**src/rtl/inst_fetch_axi.sv**
```systemverilog
// Instruction-fetch unit: bridges the core's ROM-style fetch port to an AXI4-Lite
// read channel through a direct-mapped instruction buffer of LINES entries.
module inst_fetch_axi #(
  parameter int ADDR_WIDTH = 32,
  parameter int DATA_WIDTH = 32,
  parameter int LINES      = 4
) (
  input  logic                  clk,
  input  logic                  rst,
  input  logic                  rom_ce_i,
  input  logic [ADDR_WIDTH-1:0] rom_addr_i,
  input  logic                  flush_i,
  output logic [DATA_WIDTH-1:0] rom_data_o,
  output logic                  rom_valid_o,
  output logic                  fetch_err_o,
  output logic                  stall_o,
  output logic [ADDR_WIDTH-1:0] araddr,
  output logic [2:0]            arprot,
  output logic                  arvalid,
  input  logic                  arready,
  input  logic [DATA_WIDTH-1:0] rdata,
  input  logic [1:0]            rresp,
  input  logic                  rvalid,
  output logic                  rready
);
  localparam int OFF  = $clog2(DATA_WIDTH / 8);
  localparam int IDX  = $clog2(LINES);
  localparam int TAGW = ADDR_WIDTH - OFF - IDX;

  typedef enum logic [1:0] {IDLE = 2'd0, AR = 2'd1, R = 2'd2, RESP = 2'd3} state_t;
  state_t state_r, state_s;

  logic [LINES-1:0]      valid_r;
  logic [TAGW-1:0]       tag_r  [LINES];
  logic [DATA_WIDTH-1:0] data_r [LINES];
  logic [IDX-1:0]        req_idx_r;
  logic [TAGW-1:0]       req_tag_r;
  logic                  flushed_r;
  logic                  ce_lost_r;

  logic [IDX-1:0]        idx_s;
  logic [TAGW-1:0]       tag_s;
  logic                  misalign_s, hit_s;
  logic                  accept_s, miss_s, ar_done_s, resp_load_s, resp_show_s, resp_err_s, fill_s;
  logic [DATA_WIDTH-1:0] resp_data_s;

  assign idx_s      = rom_addr_i[OFF+IDX-1:OFF];
  assign tag_s      = rom_addr_i[ADDR_WIDTH-1:OFF+IDX];
  assign misalign_s = |rom_addr_i[OFF-1:0];
  // A same-cycle flush wins over the lookup, so the fetch goes to the bus.
  assign hit_s      = valid_r[idx_s] && (tag_r[idx_s] == tag_s) && !flush_i;
  assign stall_o    = rom_ce_i & ~rom_valid_o;
  assign arprot     = 3'b100;

  // Next-state and per-cycle control strobes.
  always_comb begin
    state_s     = state_r;
    accept_s    = 1'b0;
    miss_s      = 1'b0;
    ar_done_s   = 1'b0;
    resp_load_s = 1'b0;
    resp_show_s = 1'b0;
    resp_err_s  = 1'b0;
    fill_s      = 1'b0;
    resp_data_s = '0;
    case (state_r)
      IDLE: begin
        if (rom_ce_i) begin
          accept_s = 1'b1;
          if (misalign_s) begin
            state_s     = RESP;
            resp_load_s = 1'b1;
            resp_show_s = 1'b1;
            resp_err_s  = 1'b1;
          end else if (hit_s) begin
            state_s     = RESP;
            resp_load_s = 1'b1;
            resp_show_s = 1'b1;
            resp_data_s = data_r[idx_s];
          end else begin
            state_s = AR;
            miss_s  = 1'b1;
          end
        end else begin
          state_s = IDLE;
        end
      end
      AR: begin
        if (arready) begin
          state_s   = R;
          ar_done_s = 1'b1;
        end else begin
          state_s = AR;
        end
      end
      R: begin
        if (rvalid) begin
          state_s     = RESP;
          resp_load_s = 1'b1;
          // A core that gave up on the fetch gets no response, but the fill still happens.
          resp_show_s = rom_ce_i & ~ce_lost_r;
          if (rresp == 2'b00) begin
            resp_data_s = rdata;
            fill_s      = ~flushed_r & ~flush_i;
          end else begin
            resp_err_s  = 1'b1;
          end
        end else begin
          state_s = R;
        end
      end
      RESP:    state_s = IDLE;
      default: state_s = IDLE;
    endcase
  end

  // FSM state, bus handshake outputs, core response and buffer valid bits.
  always_ff @(posedge clk or negedge rst) begin
    if (!rst) begin
      state_r     <= IDLE;
      rom_valid_o <= 1'b0;
      rom_data_o  <= '0;
      fetch_err_o <= 1'b0;
      arvalid     <= 1'b0;
      araddr      <= '0;
      rready      <= 1'b0;
      req_idx_r   <= '0;
      req_tag_r   <= '0;
      flushed_r   <= 1'b0;
      ce_lost_r   <= 1'b0;
      valid_r     <= '0;
    end else begin
      state_r     <= state_s;
      rom_valid_o <= resp_show_s;
      fetch_err_o <= resp_show_s & resp_err_s;
      if (resp_load_s) rom_data_o <= resp_data_s;
      if (accept_s) begin
        req_idx_r <= idx_s;
        req_tag_r <= tag_s;
      end
      if (miss_s) begin
        araddr  <= rom_addr_i;
        arvalid <= 1'b1;
      end else if (ar_done_s) begin
        arvalid <= 1'b0;
      end
      if (ar_done_s) rready <= 1'b1;
      else if (resp_load_s) rready <= 1'b0;
      if (accept_s) flushed_r <= 1'b0;
      else if (flush_i) flushed_r <= 1'b1;
      if (accept_s) ce_lost_r <= 1'b0;
      else if (!rom_ce_i) ce_lost_r <= 1'b1;
      if (flush_i) valid_r <= '0;
      else if (fill_s) valid_r[req_idx_r] <= 1'b1;
    end
  end

  // Buffer payload; only meaningful where the matching valid bit is set.
  always_ff @(posedge clk) begin
    if (fill_s) begin
      tag_r[req_idx_r]  <= req_tag_r;
      data_r[req_idx_r] <= rdata;
    end
  end
endmodule

```
**config.mk**
```make
export PLATFORM = sky130hd
export DESIGN_NAME = inst_fetch_axi
export DESIGN_NICKNAME = d
export VERILOG_FILES = /design/src/rtl/inst_fetch_axi.sv
export SDC_FILE = /design/constraint.sdc
export NUM_CORES = 1
export LEC_CHECK = 0
export BUFFER_PORTS_ARGS = -buffer_cell sky130_fd_sc_hd__buf_4
export CAP_MARGIN = 15
export CELL_PAD_IN_SITES_DETAIL_PLACEMENT = 1
export CELL_PAD_IN_SITES_GLOBAL_PLACEMENT = 1
export CORE_ASPECT_RATIO = 1.25
export CORE_UTILIZATION = 47
export CTS_BUF_LIST = sky130_fd_sc_hd__clkbuf_2 sky130_fd_sc_hd__clkbuf_4 sky130_fd_sc_hd__clkbuf_8
export DETAILED_ROUTE_END_ITERATION = 10
export PLACE_DENSITY = 0.9
export SETUP_SLACK_MARGIN = 0.1
export SYNTH_ARGS = -nofsm -noshare
export SYNTH_HDL_FRONTEND = slang
export SYNTH_SLANG_ARGS = --single-unit
```
**constraint.sdc**
```tcl
create_clock -name clk -period 6.4 [get_ports clk]
set_clock_uncertainty 0.1 [all_clocks]
set_input_delay 0.32 -clock clk [delete_from_list [all_inputs] [get_ports clk]]
set_output_delay 0.32 -clock clk [all_outputs]
set_load 0.02 [all_outputs]
```
### Word level (Yosys, flattened, before mapping)

Memory sizes are Yosys's and may differ from the RTL's.
Cells that the tools add are included.

* order comparisons: 3
* equal/unequal tests: 5
* mux-type cells: 51
* bitwise gates (word level): 9
* reductions and logical operators: 11

Operators with widths (count)
* 32-bit 2-to-1 mux: 5
* 32-bit case mux with 2 select lines: 1
* 1-bit 2-to-1 mux: 33
* 28-bit == test: 1
* 2-bit 2-to-1 mux: 4
* 4-bit 2-to-1 mux: 2
* 2-bit case mux with 4 select lines: 1
* 2-bit nonzero test: 4
* 2-bit by 3-bit less-than comparator with 1-bit output (second input constant): 2
* 1-bit case mux with 2 select lines: 3
* 1-bit AND: 4
* 2-bit == test (second input constant): 2
* 2-bit zero test: 2
* 1-bit NOT: 4
* 4-bit OR: 1
* 1-bit logical AND: 3
* 1-bit binary-select mux with 2-bit select: 1
* 1-bit demux with 2-bit select: 1
* 2-bit by 1-bit == test with 1-bit output (second input constant): 1
* 2-bit by 1-bit greater-or-equal comparator with 1-bit output (second input constant): 1
* 2-bit by 1-bit inequality test with 1-bit output (second input constant): 1
* 2-bit OR reduction: 1
* 1-bit zero test: 1

* register bits: 106
* RAM bits: 240
* input bits: 72
* logic and storage cells: 93
* memories: 2

Memory list
* data_r: depth 4, width 32, rd ports 1, clocked after memory_dff 0, wr ports 1, RTL line 35 `logic [DATA_WIDTH-1:0] data_r [LINES];`
* tag_r: depth 4, width 28, rd ports 1, clocked after memory_dff 0, wr ports 1, RTL line 34 `logic [TAGW-1:0] tag_r [LINES];`

### Logic depth before layout (Yosys ltp)

* depth in word-level cells: 10
* gate-level depth with buffers: 11
* depth with buffers taken out: 7

### Worst setup path after synthesis

No wires, ideal clock.

* kind: reg2reg
* start: reg state_r[0]
* end: mem data_r[0][0], enable pin
* setup time: 0.555 ns
* arrival: 5.457 ns
* data required time: 5.745 ns
* slack: 0.289 ns
* cell stages (with the launch flop): 5
* cells stage by stage: dfrtp_1 -> clkbuf_1 -> nor4_1 -> nand2_1 -> nor3_1

* word-level cells in the longest chain between the ends: 4

RTL lines
* from (decl): RTL line 31 `state_t state_r, state_s;`
* from (signal assigned): RTL line 133 `state_r <= state_s;`
* 2-bit == test: RTL line 66 `case (state_r)`
* 1-bit 2-to-1 mux: RTL line 66
* 1-bit 2-to-1 mux: RTL line 160 `if (fill_s) begin`
* 1-bit 2-to-1 mux (implied by the code): RTL line 162 `data_r[req_idx_r] <= rdata;`
* to (decl): RTL line 35

Every way passes these cells.

### Final worst setup path

* start: in rom_addr_i[2]
* end: reg araddr[25]

* word-level cells in the longest chain between the ends: 8
* elaborated cells on any way between the ends: 10
* classes of those cells: eq/ne (1); mux (6); reduce/logical (2); memory (1)

RTL lines
* from (decl): RTL line 11 `input logic [ADDR_WIDTH-1:0] rom_addr_i,`
* memory 4 x 28 bit / 1-bit binary-select mux with 2-bit select (equally long branches)
* 28-bit == test / 1-bit 2-to-1 mux (equally long branches): RTL line 51 `assign hit_s = valid_r[idx_s] && (tag_r[idx_s] == tag_s) && !flush_i;`
* 1-bit logical AND * (2 in series): RTL line 51
* 1-bit 2-to-1 mux *: RTL line 75 `end else if (hit_s) begin`
* 1-bit 2-to-1 mux *: RTL line 70 `if (misalign_s) begin`
* 1-bit 2-to-1 mux *: RTL line 68 `if (rom_ce_i) begin`
* 1-bit 2-to-1 mux *: RTL line 66
* to (signal assigned): RTL line 142 `araddr <= rom_addr_i;`
* to (decl): RTL line 17 `output logic [ADDR_WIDTH-1:0] araddr,`

Mark *: on every way between the ends. The rest lies on a longest branch, timed or not. The select of a mux whose other input is x is not followed.
A chain may end at the register's enable or synchronous reset.

==> flow_metrics.py <==
metrics = {
    "status": {
        "status": "finished, final reports clean",
    },
    "cts": {
        "clock-sinks": 346,
        "post-cts-setup-buffers": 0,
        "htree_levels": 2,
        "cts_tree": "built",
        "clock_path_buffers": 3,
        "cts.clk_slew.worst_paths_ns": 0.06,
        "cts_buffers": 52,
        "clkLatencyLatePin_ns": 0.59,
        "root_buffer": "clkbuf_8",
    },
    "detailed_routing": {
        "totalWireLength_microns": 37590,
        "wire_per_inst_microns": 25.94,
        "vias": 8483,
        "drtIter0Drc": 817,
        "viasPerCell": 5.854,
        "dr.pass1.iters": 6,
        "drc": 0,
        "antenna_left": 0,
    },
    "setup_path": {
        "path_max_fanout": 35,
        "crit_path_frequent_cell": "buf_4",
        "crit_path_end_kind": "register",
        "cp_num_buf_inv": 5,
        "crit_type": "in -> reg",
        "max_stage_delay_ns": 0.58,
        "startpoint_type": "primary input",
        "crit_required_ns": 6.75,
        "path_delay_family": "buffers and inverters",
        "worstSetupPathDepth": 12,
        "cpMaxStageDelayCell": "nor2_4",
        "r2r_cells": 10,
        "path_cells": "buf_4 > buf_4 > mux4_2 > o21bai_1 > a311oi_1 > or4b_1 > buf_4 > nor4_4 > buf_4 > nor2_4 > buf_4 > mux2_4",
        "arrival_ns": 4.40,
    },
    "sta": {
        "finalHoldViolCount": 0,
        "grt_setup_unrepaired": "no",
        "fin_crit_sh": 0.6330,
        "setup_viol": 0,
        "fin_crit_ns": 4.051,
        "slew_viol_final": 0,
        "worstMarginPinSlew_ns": 1.031,
        "fin_setup_tns_ns": 0,
        "maxSlewHeadroom": 0.3111,
        "clock.fmax_mhz": 246.9,
    },
    "finish": {
        "drive_above_1_share": 0.3561,
        "antenna_cells": 0,
        "nFillCells": 2637,
        "syn_to_final_growth_pct": 23.65,
        "nets": 1083,
        "final_util": 0.5897,
    },
    "logic_synthesis": {
        "netlist_area_sq_um": 13910,
        "syn-instance-count": 783,
        "avgSynthCellArea_sq_um": 17.77,
        "synth_top_cell_by_area": "edfxtp_1",
        "ys.flop_type": "edfxtp_1",
        "synth.most_common_cell": "edfxtp_1",
        "ys_seq_elements": 346,
        "async_reset_ff_frac": 0.3064,
        "yosys-top-cells-area": "edfxtp_1 (52%), dfrtp_1 (19%), mux4_2 (8.7%)",
        "synth_cell_types": 48,
        "ys_seq_area_frac": 0.7088,
        "synth_top_cells_by_count": "edfxtp_1 (240), dfrtp_1 (106), mux4_2 (54)",
        "netlist.area_leader.share": 0.5181,
        "synth_warnings": 0,
        "synth-edff-count": 240,
    },
    "floorplan": {
        "io_pins": 144,
        "rows": 70,
        "dieArea_sq_um": 30290,
        "coreArea_sq_um": 29170,
        "start_util": 0.4770,
        "die_x_microns": 155.9,
        "fp.dieH_microns": 194.3,
    },
    "grt": {
        "grt_pass1_vias": 9622,
        "grt_max_degree": 66,
        "overflow": 0,
        "grt_usage": 0.2559,
        "antenna_found_initial": 0,
        "grt_pass1_wl_microns": 57210,
    },
    "pwr": {
        "p_per_area_nw_per_um2": 365.2,
        "p_leak_nw": 6.380,
        "total_power_mw": 6.282,
        "ir_worst_vdd_v": 0.0002269,
    },
    "hold_path": {
        "hold_path.class": "in -> reg",
        "hold_depth": 3,
    },
    "job": {
        "cap_violations": 0,
    },
    "placement": {
        "hpwl_microns": 21810,
        "numPortBuffers": 140,
        "place_congestion": 0.7840,
    },
}
[final timing paths]
| check | start | end | slack (ns) |
|---|---|---|---|
| hold reg to reg | araddr[4]$_DFFE_PN0P_ | araddr[4]$_DFFE_PN0P_ | 0.41 |
| hold / removal | rom_ce_i | ce_lost_r$_DFFE_PN0P_ | 0.06 |
| setup / recovery | rom_addr_i[2] | araddr[25]$_DFFE_PN0P_ | 2.35 |
| setup reg to reg | tag_r[3][16]$_DFFE_PP_ | araddr[25]$_DFFE_PN0P_ | 2.56 |
| max in group asynchronous | rst | ce_lost_r$_DFFE_PN0P_ | 4.62 |
| min in group asynchronous | rst | araddr[8]$_DFFE_PN0P_ | 0.19 |
[cells by family after synthesis]
family | Yosys count | share of synthesized area
DFF | 346 | 0.7088
xor gates and xnor gates | 22 | 0.01385
AOI/OAI and AO/OA | 94 | 0.05064
muxes | 133 | 0.1568
other | 2 | 0.0005399
buffers and inverters | 57 | 0.02024
and+or+nand+nor | 129 | 0.04920
[state kept, by name, summed over array words and instances (netlist names)]
name         cells
araddr          32
arvalid          1
ce_lost_r        1
data_r         128
fetch_err_o      1
flushed_r        1
req_idx_r        2
req_tag_r       28
rom_data_o      32
rom_valid_o      1
rready           1
state_r          2
tag_r          112
valid_r          4
[cell type report]
type | instances | area, sq um | area share
Clock inverter | 20 | 196.4 | 0.01142
Sequential cell | 346 | 9859 | 0.5732
Multi-Input combinational cell | 381 | 3834 | 0.2229
Tap cell | 396 | 495.5 | 0.02881
Clock buffer | 76 | 958.4 | 0.05572
Timing Repair Buffer | 222 | 1827 | 0.1062
Inverter | 8 | 30.03 | 0.001746
[power breakdown]
part           switching [mW]  total, mW  internal [mW]
Combinational           0.620       1.22          0.597
Sequential              0.289       3.07           2.78
Clock                   0.866       1.99           1.13
Total                    1.77       6.28           4.51
[placed cells by master, fill, tap and decap left out, drive strengths merged, types with 2 or more instances in the layout]
master	n
a21boi	3
inv	7
mux2	58
a21o	3
nand3	4
nand4	2
nor2	21
edfxtp	240
nand2	48
xor2	13
nand2b	2
nor2b	5
o221ai	3
dlygate4sd3	64
nor4	5
a211oi	4
mux2i	21
clkinv	17
o22ai	2
mux4	54
clkbuf	76
dfrtp	106
nor3	6
xnor2	9
o21ai	37
a222oi	33
conb	3
nor3b	32
buf	158
bufinv	4
[worst reg2reg max path: cells and delay by family (launching register included)]
kind	cells	cell delay (ns)
muxes	2	0.83
DFF	1	0.37
xor gates and xnor gates	1	0.17
buffers and inverters	3	1.04
and+or+nand+nor	4	1.21
[layer usage]
metal,GRT usage,share of wire,vias to the layer above
li1,-,-,3571
met1,0.2972,0.36,4400
met2,0.4646,0.55,411
met3,0.04281,0.061,101
met4,0.1053,0.033,0
met5,0,0,-
[repair_timing]
action | in CTS | in global routing
hold buffers | 64 | 0
hold endpoints to repair | 260 | 0
gates resized for setup | 0 | 0
[stage by stage]
| stage | cell area (sq um) | hold slack, ns | instances | worst slack, ns |
|---|---|---|---|---|
| 3_3_place_gp | 15400 | 0.2453 | 1289 | 1.889 |
| 2_1_floorplan | 13910 | -0.07559 | 784 | 0.2888 |
| 5_1_grt | 17200 | 0.05425 | 1449 | 2.077 |
| 4_1_cts | 17200 | 0.02848 | 1449 | 2.308 |
| 3_5_place_dp | 15400 | 0.2551 | 1289 | 1.716 |
| 6_report | 17200 | 0.06080 | 1449 | 2.349 |
No activity file was read; power rests on OpenSTA's default activity.
